--- src/rtl/hazard_pkg.sv ---
// -----------------------------------------------------------------------------
// hazard_pkg
//   Shared types for the pipeline hazard controller.
//   - fwd_sel_t   : ALU operand source select (reg file / MEM result / WB result)
//   - pipe_slot_t : tag record of one in-flight instruction (EX, MEM, WB slots)
//   - BUBBLE      : empty slot constant
//   - slot_writes : true when a slot will write a given non-zero register
// -----------------------------------------------------------------------------
package hazard_pkg;

    // Register index width of the slot tags; must equal $clog2(REG_FILE_DEPTH)
    // of any hazard_ctrl instance that uses this package.
    localparam int REG_ADDR_W = 5;

    typedef enum logic [1:0] {
        FWD_RF  = 2'b00,
        FWD_MEM = 2'b01,
        FWD_WB  = 2'b10
    } fwd_sel_t;

    typedef struct packed {
        logic                  valid;
        logic [REG_ADDR_W-1:0] rs1;
        logic [REG_ADDR_W-1:0] rs2;
        logic [REG_ADDR_W-1:0] rd;
        logic                  reg_write;
        logic                  mem_read;
    } pipe_slot_t;

    localparam pipe_slot_t BUBBLE = '0;

    // x0 is hard-wired to zero, so a write to it never produces a value.
    function automatic logic slot_writes(input pipe_slot_t s, input logic [REG_ADDR_W-1:0] r);
        return s.valid && s.reg_write && (s.rd != '0) && (s.rd == r);
    endfunction

endpackage

--- src/rtl/hazard_ctrl_fwd_select.sv ---
// -----------------------------------------------------------------------------
// fwd_select
//   Chooses the source of one ALU operand for the instruction in EX.
//   Ports:
//     i_use_valid : EX holds a real instruction
//     i_src       : source register read by that operand
//     i_mem_slot  : tag of the instruction in MEM (youngest producer)
//     i_wb_slot   : tag of the instruction in WB
//     o_sel       : FWD_MEM / FWD_WB / FWD_RF
// -----------------------------------------------------------------------------
module fwd_select
    import hazard_pkg::*;
(
    input  logic                  i_use_valid,
    input  logic [REG_ADDR_W-1:0] i_src,
    input  pipe_slot_t            i_mem_slot,
    input  pipe_slot_t            i_wb_slot,
    output fwd_sel_t              o_sel
);

    // NOTE: o_sel gets a default before any branch, so no path leaves it
    // unassigned and no latch is inferred.
    always_comb begin
        o_sel = FWD_RF;
        if (i_use_valid) begin
            // MEM holds the newer value when both stages write the same rd.
            if (slot_writes(i_mem_slot, i_src)) begin
                o_sel = FWD_MEM;
            end else if (slot_writes(i_wb_slot, i_src)) begin
                o_sel = FWD_WB;
            end
        end
    end

endmodule

--- src/rtl/hazard_ctrl.sv ---
// -----------------------------------------------------------------------------
// hazard_ctrl
//   Execute-stage pipeline sequencer: tracks destination tags of the
//   instructions in EX/MEM/WB, drives operand forwarding selects, inserts
//   one-cycle load-use stalls and flushes wrong-path work on a taken branch.
//   Ports:
//     i_clk, i_reset_n         clock, synchronous active-low reset
//     i_ID_*                   decoded fields of the instruction in ID
//     i_IE_pc_src              EX resolved a taken branch/jump this cycle
//     o_fwd_a_sel/o_fwd_b_sel  operand source: 00 RF, 01 MEM, 10 WB
//     o_stall_IF/o_stall_ID    hold PC and IF/ID
//     o_flush_ID/o_flush_IE    clear IF/ID, clear ID/EX
//     o_stall_count            saturating load-use stall cycles
//     o_flush_count            saturating flush cycles
// -----------------------------------------------------------------------------
module hazard_ctrl
    import hazard_pkg::*;
#(
    parameter  int REG_FILE_DEPTH = 32,
    parameter  int CNT_WIDTH      = 16,
    localparam int REG_FILE_ADDR  = $clog2(REG_FILE_DEPTH)
) (
    input  logic                     i_clk,
    input  logic                     i_reset_n,
    input  logic                     i_ID_valid,
    input  logic [REG_FILE_ADDR-1:0] i_ID_rs1,
    input  logic [REG_FILE_ADDR-1:0] i_ID_rs2,
    input  logic [REG_FILE_ADDR-1:0] i_ID_rd,
    input  logic                     i_ID_reg_write,
    input  logic                     i_ID_mem_read,
    input  logic                     i_IE_pc_src,
    output logic [1:0]               o_fwd_a_sel,
    output logic [1:0]               o_fwd_b_sel,
    output logic                     o_stall_IF,
    output logic                     o_stall_ID,
    output logic                     o_flush_ID,
    output logic                     o_flush_IE,
    output logic [CNT_WIDTH-1:0]     o_stall_count,
    output logic [CNT_WIDTH-1:0]     o_flush_count
);

    localparam logic [CNT_WIDTH-1:0] CNT_MAX = '1;

    pipe_slot_t           r_ex, r_mem, r_wb;
    logic [CNT_WIDTH-1:0] r_stall_count, r_flush_count;

    pipe_slot_t w_id_slot;
    logic       w_load_use;
    logic       w_stall;
    logic       w_flush;
    fwd_sel_t   w_fwd_a, w_fwd_b;

    assign w_id_slot = '{valid:     1'b1,
                         rs1:       i_ID_rs1,
                         rs2:       i_ID_rs2,
                         rd:        i_ID_rd,
                         reg_write: i_ID_reg_write,
                         mem_read:  i_ID_mem_read};

    // A load in EX delivers its data one stage too late for an ID consumer.
    assign w_load_use = i_ID_valid && r_ex.valid && r_ex.mem_read && (r_ex.rd != '0) &&
                        ((r_ex.rd == i_ID_rs1) || (r_ex.rd == i_ID_rs2));

    // Everything combinational is masked while reset is asserted so stale
    // pre-reset tags never leak out. A taken branch discards the stalled
    // instruction anyway, so flush wins over stall.
    assign w_flush = i_reset_n && i_IE_pc_src;
    assign w_stall = i_reset_n && w_load_use && !i_IE_pc_src;

    fwd_select u_fwd_a (
        .i_use_valid (i_reset_n && r_ex.valid),
        .i_src       (r_ex.rs1),
        .i_mem_slot  (r_mem),
        .i_wb_slot   (r_wb),
        .o_sel       (w_fwd_a)
    );

    fwd_select u_fwd_b (
        .i_use_valid (i_reset_n && r_ex.valid),
        .i_src       (r_ex.rs2),
        .i_mem_slot  (r_mem),
        .i_wb_slot   (r_wb),
        .o_sel       (w_fwd_b)
    );

    assign o_fwd_a_sel   = w_fwd_a;
    assign o_fwd_b_sel   = w_fwd_b;
    assign o_stall_IF    = w_stall;
    assign o_stall_ID    = w_stall;
    assign o_flush_ID    = w_flush;
    assign o_flush_IE    = w_flush || w_stall;
    assign o_stall_count = r_stall_count;
    assign o_flush_count = r_flush_count;

    // NOTE: state uses non-blocking assignments so the WB<=MEM<=EX shift
    // reads every slot's old value, independent of statement order.
    always_ff @(posedge i_clk) begin
        if (!i_reset_n) begin
            r_ex          <= BUBBLE;
            r_mem         <= BUBBLE;
            r_wb          <= BUBBLE;
            r_stall_count <= '0;
            r_flush_count <= '0;
        end else begin
            r_wb  <= r_mem;
            r_mem <= r_ex;
            // A stalled or flushed ID instruction becomes a bubble in EX.
            r_ex  <= (i_ID_valid && !w_stall && !w_flush) ? w_id_slot : BUBBLE;

            if (w_stall && (r_stall_count != CNT_MAX)) begin
                r_stall_count <= r_stall_count + 1'b1;
            end
            if (w_flush && (r_flush_count != CNT_MAX)) begin
                r_flush_count <= r_flush_count + 1'b1;
            end
        end
    end

endmodule

--- config.mk ---
export PLATFORM = sky130hd
export DESIGN_NAME = hazard_ctrl
export DESIGN_NICKNAME = d
export VERILOG_FILES = /design/src/rtl/hazard_pkg.sv /design/src/rtl/hazard_ctrl_fwd_select.sv /design/src/rtl/hazard_ctrl.sv
export SDC_FILE = /design/constraint.sdc
export NUM_CORES = 1
export LEC_CHECK = 0
export CORE_MARGIN = 4
export CORE_UTILIZATION = 43
export CTS_BUF_LIST = sky130_fd_sc_hd__clkbuf_16
export DETAILED_ROUTE_END_ITERATION = 7
export PLACE_DENSITY = 0.69
export SETUP_SLACK_MARGIN = 0.3
export SYNTH_ARGS = -nofsm -noshare
export SYNTH_HDL_FRONTEND = slang
export SYNTH_SLANG_ARGS = --single-unit
--- constraint.sdc ---
create_clock -name i_clk -period 2.6 [get_ports i_clk]
set_input_delay 0.52 -clock i_clk [delete_from_list [all_inputs] [get_ports i_clk]]
set_output_delay 0.52 -clock i_clk [all_outputs]
set_load 0.02 [all_outputs]
* Word-level counts from Yosys, hierarchy flattened
Cells that the tools add are included.
** Storage, ports and cells
- Output and inout bits :: 40
- Register bits after elaboration :: 64
- Word-level logic and storage cells :: 60
- Bits in latches :: 0
- Bits of input ports :: 21
- Bits in writable memories :: 0
- Memories :: 0
- Memory bits (read-only) :: 0
** Operators by class
- Divide/modulo/power cells :: 0
- Reduce and logical (&&, ||, !) cells :: 29
- Order comparisons :: 0
- Shifts and indexed selects :: 0
- Equality and inequality tests :: 8
- Multipliers :: 0
- Add/sub/neg operators :: 2
- Multiplexer cells :: 7
- Bitwise logic cells :: 0
** Operator list (number)
- $add 16x1->16 const B :: 2
- $ne 16x16->1 const B :: 2
- $eq 5x5->1 :: 6
- $logic_and 1x1->1 :: 20
- $mux 18 :: 1
- $reduce_bool 5->1 :: 3
- $mux 2 :: 6
- $logic_not 1->1 :: 3
- $logic_or 1x1->1 :: 2
- $reduce_and 2->1 :: 1

* Logic depth before layout (Yosys ltp)
- Word-level depth :: 10
- Gate-level depth with buffers :: 8
- Mapped depth without buffers :: 6

* Hierarchy
A second synthesis with hierarchy kept.
** Second synthesis, totals
- Cells, all modules :: 392
- Area, all modules :: 3739.8 um^2
** By module, submodules not included
- hazard_ctrl :: cells an instance 342, seq. area each 1721.7 um^2, instances 1, area an instance 3394.5 um^2
- fwd_select :: cells an instance 25, seq. area each 0.0 um^2, instances 2, area an instance 172.7 um^2

* Least setup slack after synthesis
Ideal clock, no wire load.
- Kind :: input to output
- From :: in i_reset_n
- To :: out o_fwd_a_sel[1]
- Data required time :: 2.080 ns
- Stages :: 6
- Path buffers :: 2
- Path slack :: -0.168 ns
- Arrival time :: 2.248 ns
- Path through :: buf_2 -> and2_1 -> clkbuf_1 -> o2111ai_1 -> or4_1 -> nor4_1
** On the way
- Word-level cells in the longest chain between the ends :: 2
** RTL lines
- start: declaration :: RTL line hazard_ctrl.sv:24 : input logic i_reset_n,
- $logic_and 1x1->1 :: RTL line hazard_ctrl.sv:71 : .i_use_valid (i_reset_n && r_ex.valid),
- $mux 2 :: RTL line hazard_ctrl_fwd_select.sv:25 : if (i_use_valid) begin
- end: declaration :: RTL line hazard_ctrl.sv:32 : output logic [1:0] o_fwd_a_sel,
Every way passes these cells.

* Final worst setup path
Ends and elaborated chain as after synthesis.

==> impl_metrics.env <==
export IMPL_ys_seq_area_share_pct=43.8
export IMPL_syn_cell_area_mm2=0.00293
export IMPL_worstPathCellList="clkdlybuf4s15_1 > and2_4 > o2111ai_1 > or4_4 > nor4_4 > buf_4"
export IMPL_grt_pass1_wl_um=11900
export IMPL_p_leak_nw=1.58
export IMPL_path_max_fanout=2
export IMPL_synthTopCellsByCount="64 x dfxtp_1, 34 x and2_1, 24 x xor2_1"
export IMPL_wl_met3_um=319
export IMPL_wl_per_cell_um=14.8
export IMPL_post_route_cell_area_mm2=0.00418
export IMPL_critical_path_depth=6
export IMPL_drtIter0Drc=106
export IMPL_cts_tree="built"
export IMPL_status="complete, no violations"
export IMPL_start_kind="primary input"
export IMPL_nets=422
export IMPL_ys_types=44
export IMPL_dpl_instance_area_mm2=0.00374
export IMPL_holdPathEnd="r_mem[1]"
export IMPL_r2r_start="o_stall_count[6]"
export IMPL_min_period_ns=2.49
export IMPL_die_h_um=90.5
export IMPL_r2r_end="o_stall_count[14]"
export IMPL_die_width_um=90.5
export IMPL_fin_worst_skew_ns=0.00546
export IMPL_grtUsageTotal_pct=18.0
export IMPL_maxSlewViolCount=0
export IMPL_io_buffers=60
export IMPL_cpPeakStageDelay_ns=0.45
export IMPL_dieArea_mm2=0.00819
export IMPL_area_growth_pct=42.6
export IMPL_yosys_register_bits=64
export IMPL_htreeDepth=3
export IMPL_drt_antenna_violating_nets=0
export IMPL_cts_buffers=9
export IMPL_cp_arrival_ns=1.97
export IMPL_grt_max_degree=37
export IMPL_dp_slack_ns=-0.582
export IMPL_tightest_slew_ns=0.428
export IMPL_wl_met1_um=3290
export IMPL_drv_cap=0
export IMPL_path_delay_family="simple AND/OR/NAND/NOR gates"
export IMPL_totalWireLength_um=7110
export IMPL_netlist_top_cells_area="dfxtp_1 44%, and2_1 7.3%, xor2_1 7.2%, xnor2_1 5.1%, nand2_1 2.9%"
export IMPL_syn_instance_count=320
export IMPL_row_count=29
export IMPL_drc=0
export IMPL_postCtsHoldBufs=0
export IMPL_synthArstFlopShare_pct=0
export IMPL_hold_start="r_ex[1]"
export IMPL_cts_sinks=64
export IMPL_synth_top_area_share_pct=43.8
export IMPL_hp_class="reg -> reg"
export IMPL_rsz0062_at_grt="yes"
export IMPL_gp_congestion=0.837
export IMPL_clk_pin_slew_worst_paths_ns=0.05
export IMPL_core_area_mm2=0.00649
export IMPL_cp_required_ns=2.08
export IMPL_dp_hpwl_um=5090
export IMPL_cts_max_path_buffers=2
export IMPL_syn_nets=343
export IMPL_grt_pass1_vias=2503
export IMPL_ys_warnings_count=0
export IMPL_fin_total_pwr_mw=2.42
export IMPL_post_synth_top_count_cell="dfxtp_1"
export IMPL_grt_ovfl_total=0
export IMPL_start_util_pct=45.1
export IMPL_grt_antenna_before_repair=0
export IMPL_synth_ff_type="dfxtp_1"
export IMPL_drtPass1Iterations=4
export IMPL_slew_headroom_pct=71.1
export IMPL_vdd_drop_max_mv=0.353
export IMPL_pwr_density_cell_mw_per_mm2=580
export IMPL_critPathBufInv=2
export IMPL_fin_crit_sh_pct=95.8
export IMPL_reg2reg_slack_ns=0.41
export IMPL_drive_above_1_share_pct=18.1
export IMPL_diodes=0
export IMPL_rr_worst_depth=5
export IMPL_avgSynthCellArea_um2=9.15
export IMPL_tns_ns=0
export IMPL_viasPerCell=5.36
export IMPL_setup_ws_ns=0.110
export IMPL_fmax_ghz=0.402
export IMPL_hold_depth=1
export IMPL_finalSetupViolations=0
export IMPL_ios=61
export IMPL_dr_total_vias=2579
export IMPL_yosysTopAreaCell="dfxtp_1"
export IMPL_cpMaxStageDelayCell="or4_4"
export IMPL_clk_latency_ns=0.32
export IMPL_cts_root_buffer="clkbuf_16"
export IMPL_wl_met2_um=3310
export IMPL_crit_type="in -> out"
export IMPL_synth_edf_count=0
export IMPL_hold_viol_final=0
export IMPL_cp_end_kind="output port"
export IMPL_maxUsedRoutingLayer="met4"
how the worst max path moves through the flow:
stage / start / to / slack (ns)
CTS: r_mem[6] / o_fwd_a_sel[1] / 0.11
floorplan: i_reset_n / o_fwd_a_sel[1] / 0.27
global route: r_mem[6] / o_fwd_a_sel[1] / -0.007
global placement: i_reset_n / o_fwd_a_sel[1] / -0.56
finish: i_reset_n / o_fwd_a_sel[1] / 0.11
detailed placement: i_reset_n / o_fwd_a_sel[1] / -0.58
metrics by stage:
step	util (%)	hold WS, ns	instances
2_1_floorplan	-	0.412	320
3_3_place_gp	57.7	0.416	462
3_5_place_dp	57.7	0.422	462
4_1_cts	63.5	0.457	480
5_1_grt	64.3	0.466	481
6_report	64.3	0.450	481
what timing repair did:
item                       in CTS  in global routing
setup buffers                   2                  1
resized for setup              65                 10
setup endpoints to repair       8                 15
pin swaps                      13                  5
cloned                          0                  0
power by group:
group,internal [mW],switching (mW)
logic,0.0708,0.0699
clock network,0.837,0.433
registers,0.996,0.0131
state kept, by name, indices dropped and copies added (netlist names):
| name | flops |
|---|---|
| o_stall_count | 16 |
| o_flush_count | 16 |
| r_wb | 7 |
| r_ex | 18 |
| r_mem | 7 |
layout by cell type (no fill, tap or decap), types with 9 or more instances in the layout:
cell,n
clkdlybuf4s50_1,41
clkbuf_16,9
and2_1,33
nand2_1,23
nand3_1,10
xor2_1,24
dlygate4sd2_1,11
dfxtp_1,58
nor2_1,16
xnor2_1,17
buf_4,22
a21oi_1,9
cell families (layout without fill, tap and decap cells):
kind of cell	after synthesis	count (layout)	synth area share, %
flip-flops	64	64	43.8
XOR/XNOR	41	41	12.3
adder cells (fa/ha/maj)	2	2	0.855
AO/OA/AOI/OAI	42	42	10.3
AND/OR/NAND/NOR	142	142	27.4
multiplexers	7	7	2.39
buffers and inverters	22	106	3.08
area by class of cell:
type	count	area, um2
fillers	517	2320
multi-input cells	234	1680
flip-flops and latches	64	1290
repair buffers	83	762
clock buffers	9	225
clock inverters	7	96.3
well taps	77	96.3
inverters	7	26.3
metal layers:
metal,global-route usage [%],up-vias
met5,0,-
met4,9.06,0
met3,4.25,19
met2,28.5,68
met1,22.9,1189
li1,-,1303
No activity file was read; power rests on OpenSTA's default activity.
==> variant 1: new RTL, config.mk and constraints unchanged <==
Set the parameter `CNT_WIDTH` to 24 (it was 16).
--- a/src/rtl/hazard_ctrl.sv
+++ b/src/rtl/hazard_ctrl.sv
@@ -17,7 +17,7 @@
     import hazard_pkg::*;
 #(
     parameter  int REG_FILE_DEPTH = 32,
-    parameter  int CNT_WIDTH      = 16,
+    parameter  int CNT_WIDTH      = 24,
     localparam int REG_FILE_ADDR  = $clog2(REG_FILE_DEPTH)
 ) (
     input  logic                     i_clk,
Ports: changed (resized o_flush_count and o_stall_count); port bits go from 61 to 77. The function was not compared with the original's and may differ.
==> variant 1 against the original RTL <==
  * Combinational power is 4% higher
  * Count of clock-buffer cells in the layout unchanged
  * Sequential cell count is 16 higher
  * Area after synthesis rose by 29%
  * Global-route usage is 0.27 points lower
  * Worst setup slack gained 0.049 ns
  * First-iteration DRC count is 57% lower
  * Utilization fell by 1.3 points
  * Sequential power grew 25%
  * Routed wire length grew 31%
  * Design area increased by 27%
  * Power is 9.4% higher
  * Critical path depth is 1 higher
  * Critical endpoint unchanged
==> variant 1: results (changes against the original RTL) <==
| Metric | Value |
|---|---|
| Nets | 534 (+27%) |
| Num CTS Buffers | 9 (unchanged) |
| M1 WL | 4150 um (+26%) |
| Reg power frac | 0.474 (+0.057) |
| Slowest cell on the critical path | or4_1 |
| Highest routed metal layer | met4 |
| Synth unique cells | 43 (-2.3%) |
| Static Leak | 2.12 nW (+34%) |
| Worst min-delay path startpoint | r_ex[1] |
| Worst Path Max Fanout | 2 (unchanged) |
| Clk_skew | 0.00457 ns (-0.000891 ns) |
| Worst path top cell family by delay | simple AND/OR/NAND/NOR gates |
| Status | complete, no violations |
| HPWL Detailed | 6360 um (+25%) |
| R2R Path Start | r_ex[4] |
| Peak VDD IR | 0.339 mV (-3.8%) |
| Worst-Margin Slew | 0.627 ns (+0.199 ns) |
| I/O Buffers | 76 (+27%) |
| DP Cell Count | 592 (+28%) |
| Clock root cell | clkbuf_16 |
| Switching share of power | 0.222 (+0.00887) |
| Vias | 3,255 (+26%) |
| Vias in the first global route | 3,050 (+22%) |
| Critical path origin | r_mem[5] |
| Met2 Routed Length | 4680 um (+41%) |
| Met1 Use GR | 0.231 (+0.00237) |
| Synth area leaders | dfxtp_1 42%, and2_1 8.1%, xnor2_1 7.4% |
| Psw | 0.000588 W (+14%) |
| GRT Util Overall | 0.177 (-0.00266) |
| Mapped Nets | 433 (+26%) |
| Cells after Synth | 410 (+28%) |
| Slowest stage delay, CP | 0.51 ns (+0.06 ns) |
| Hold Crit Class | flop to flop |
| Initial drt markers | 46 (-57%) |
| Layout cells sized above 1 | 0.161 (-0.0198) |
| Worst Reg-to-Reg Cells | 11 (+6) |
| Met3 WL | 381 um (+19%) |
| Comb power frac | 0.055 (-0.003) |
| Hold path depth | 1 (unchanged) |
| Placer Congestion | 0.821 (-1.9%) |
| Met3 global-route usage | 0.0441 (+0.00158) |
| DR WL/cell | 14.9 um (+1.2%) |
| Clock Path Buffers | 2 (unchanged) |
| Initial antenna violation count | 1 (+1) |
| First-pass DRT Iterations | 5 (+1) |
| Met2 usage | 0.289 (+0.00449) |
| WL final | 9300 um (+31%) |
| First-pass GRT wire length | 14,600 um (+23%) |
| Sequential area share after synthesis | 0.425 (-0.0131) |
| Largest net degree at the start of global routing | 72 (+95%) |
| Synth top cells by count | 80 x dfxtp_1, 49 x and2_1, 35 x nand2_1 |
| Worst reg2reg setup slack | 0.32 ns (-0.09 ns) |
[variant 1: cell types whose count changed after synthesis, sizes merged, moves of 9 or more]
cell	delta
dfxtp	+16
a21boi	+18
and2	+15
nand3	+15
a21oi	-9
or3	+14
xnor2	+15
o21ai	+9
nand2	+13
[variant 1: cell families after synthesis]
kind of cell,count (synthesis),synth area share
fa+ha+maj,2,0.00663
flops,80,0.425
buf+inv,22,0.0315
mux,7,0.0186
simple gates,199,0.307
compound gates,51,0.0975
xor+xnor,49,0.114
[variant 1: final timing paths]
| path | to |
|---|---|
| worst max register to register | o_stall_count[22] |
| worst max-delay path | o_fwd_a_sel[1] |
| worst min register to register | r_mem[1] |
| worst min-delay path | r_mem[1] |
[variant 1: metrics by stage]
step	hold slack, ns	cell area, um^2	setup WS (ns)
after CTS	0.445	5040	0.114
after global routing	0.448	5280	0.0703
final	0.441	5280	0.159
after floorplan	0.412	3770	0.333
after global placement	0.415	4690	-0.278
after detailed placement	0.419	4690	-0.305
[variant 1: area by class of cell]
class,instances,area [um^2]
Timing Repair Buffer,104,1020
Clock buffer,9,225
Multi-Input combinational cell,310,2190
Inverter,6,25.0
Fill cell,707,3100
Tap cell,105,131
Antenna cell,1,2.50
Sequential cell,80,1610
Clock inverter,7,72.6
[variant 1: worst reg2reg max path, stage by stage (launching register included)]
cell	delay [ns]
dfxtp_4	0.34
buf_4	0.15
xnor2_2	0.16
nand3_2	0.12
o22ai_4	0.24
nand2b_4	0.09
buf_6	0.13
buf_4	0.12
buf_6	0.11
buf_8	0.12
or4_4	0.50
a21boi_1	0.13
[variant 1: timing repair]
item	CTS	global route
hold buffers	0	0
endpoints found under the setup margin	8	30
endpoints found under the hold margin	0	0
cloned	0	3
pin swaps	7	16
buffers inserted	5	5
gates resized for setup	44	47
==> variant 2: new RTL, same flow settings <==
Made on the original files. Put one more register stage on the output `o_stall_count`, cleared by the reset. The value now appears one clock later. The other outputs are not delayed to match. Comments in the files are not updated.
--- a/src/rtl/hazard_ctrl.sv
+++ b/src/rtl/hazard_ctrl.sv
@@ -89,7 +89,13 @@
     assign o_stall_ID    = w_stall;
     assign o_flush_ID    = w_flush;
     assign o_flush_IE    = w_flush || w_stall;
-    assign o_stall_count = r_stall_count;
+    always_ff @(posedge i_clk) begin
+        if (!i_reset_n) begin
+            o_stall_count <= '0;
+        end else begin
+            o_stall_count <= r_stall_count;
+        end
+    end
     assign o_flush_count = r_flush_count;
 
     // NOTE: state uses non-blocking assignments so the WB<=MEM<=EX shift
Check against the original RTL: not equivalent (Yosys sat finds a counterexample within 4 cycles, from zero or initial values and one cycle with i_reset_n low).
==> variant 2 against the original RTL <==
  * Area after synthesis increased by 10%
  * Power grew 5.9%
  * Worst hold slack improved by 0.0036 ns
  * Synthesized cell count rose by 5.3%
  * Via count decreased by 3.2%
  * Routed wire length increased by 0.17%
  * Sequential share of layout area is 4.9 points higher
  * Design area is 7.5% higher
  * Highest routed layer unchanged
  * Sequential cell count is 16 higher
  * Die area increased by 9.4%
  * Count of clock-buffer cells in the layout did not move
  * Worst setup slack improved by 0.035 ns
==> variant 2: results (changes against the original RTL) <==
| Metric | Value |
|---|---|
| GRT Util Overall | 0.169 (-0.0110) |
| Mapped Nets | 360 (+5.0%) |
| Placer Congestion | 0.858 (+2.5%) |
| Layout cells sized above 1 | 0.165 (-0.0156) |
| Worst reg2reg setup slack | 0.44 ns (+0.03 ns) |
| DR WL/cell | 13.6 um (-7.9%) |
| Largest net degree at the start of global routing | 33 (-11%) |
| Synth unique cells | 39 (-11%) |
| Worst Reg-to-Reg Cells | 10 (+5) |
| Reg-to-reg endpoint | r_stall_count[11] |
| Nets | 443 (+5.0%) |
| Synth top cells by count | 80 x dfxtp_1, 48 x and2_1, 37 x nor2_1 |
| Peak VDD IR | 0.340 mV (-3.8%) |
| Hold Slack | 0.454 ns (+0.00362 ns) |
| # fillers | 638 (+23%) |
| Initial drt markers | 74 (-30%) |
| Hold Crit Class | flop to flop |
| Critical path origin | r_ex[3] |
| Synth area leaders | dfxtp_1 50%, and2_1 9.3%, xnor2_1 8.1% |
| Clk_skew | 0.00482 ns (-0.000642 ns) |
| First-pass GRT wire length | 11,900 um (-0.34%) |
| WHS Endpoint | r_wb[17] |
| WP data arrival | 1.93 ns (-0.04 ns) |
| Slowest stage delay, CP | 0.54 ns (+0.09 ns) |
| Worst min-delay path startpoint | r_mem[17] |
| Status | complete, no violations |
| Rel. slew slack | 0.628 (-0.0831) |
| R2R Path Start | r_ex[2] |
| HPWL Detailed | 4930 um (-3.1%) |
| Sequential area share after synthesis | 0.496 (+0.0579) |
| Placed cell area | 4030 um^2 (+7.6%) |
variant 2: cell count changes in the layout (fill, tap and decap cells not counted), sizes merged, moves of 8 or more:
| cell | unedited run | this run |
|---|---|---|
| nand2 | 23 | 13 |
| dfxtp | 64 | 80 |
| and2 | 34 | 49 |
| dlymetal6s2s | 0 | 9 |
| xnor2 | 17 | 30 |
| nor2 | 17 | 37 |
| xor2 | 24 | 16 |
| dlygate4sd2 | 11 | 1 |
variant 2: worst reg2reg max path: stages (launching register included):
cell     delay (ns)
dfxtp_1        0.47
xnor2_1        0.16
nand3_1        0.14
o22ai_4        0.24
buf_4          0.15
buf_6          0.08
buf_4          0.12
nand2_4        0.07
buf_4          0.15
nor4_4         0.16
mux2_4         0.33
variant 2: cells by family after synthesis:
logic type                 count (synthesis)  synth area share
xor gates and xnor gates                  46             0.125
muxes                                      9            0.0306
and+or+nand+nor                          161             0.272
adders and majority gates                  2           0.00774
DFF                                       80             0.496
AOI/OAI and AO/OA                         20            0.0407
buffers and inverters                     19            0.0290
variant 2: stage by stage:
| step | std cells | util |
|---|---|---|
| after floorplan | 337 | - |
| after global placement | 502 | 0.552 |
| after detailed placement | 502 | 0.552 |
| after CTS | 520 | 0.596 |
| after global routing | 523 | 0.616 |
| final | 523 | 0.616 |
variant 2: cell type report:
type / instances / area, um^2 / share of cell area
clock inverters: 6 / 53.8 / 0.0120
multi-input cells: 238 / 1650 / 0.367
well taps: 99 / 124 / 0.0276
clock buffers: 9 / 225 / 0.0501
inverters: 6 / 25.0 / 0.00557
repair buffers: 85 / 810 / 0.180
flip-flops and latches: 80 / 1600 / 0.357
variant 2: repair_timing:
item                       in CTS  in global routing
setup endpoints to repair      10                 21
pin swaps                      12                  8
buffers inserted                3                  3
gates cloned                    0                  0
resized for setup              45                 31
variant 2: worst max-delay path by stage:
stage,end,slack (ns),depth (start not counted)
6_report,o_flush_IE,0.15,6
5_1_grt,o_flush_IE,0.07,6
4_1_cts,o_flush_IE,0.12,6
3_5_place_dp,o_flush_IE,-0.31,7
3_3_place_gp,o_flush_IE,-0.29,9
2_1_floorplan,o_flush_IE,0.39,5
variant 2: report_power, final:
group | internal, W | total, W | leakage [nW] | switching, W
clock network | 0.000725 | 0.00117 | 0.141 | 0.000446
logic | 0.0000747 | 0.000138 | 1.06 | 0.0000630
registers | 0.00124 | 0.00125 | 0.648 | 0.0000127
total | 0.00204 | 0.00256 | 1.85 | 0.000522
variant 2: metal layers:
metal,up-vias,global-route usage,share of wire
li1,1290,-,-
met1,1137,0.214,0.47
met2,57,0.272,0.47
met3,12,0.0327,0.037
met4,0,0.0889,0.021
met5,-,0,0
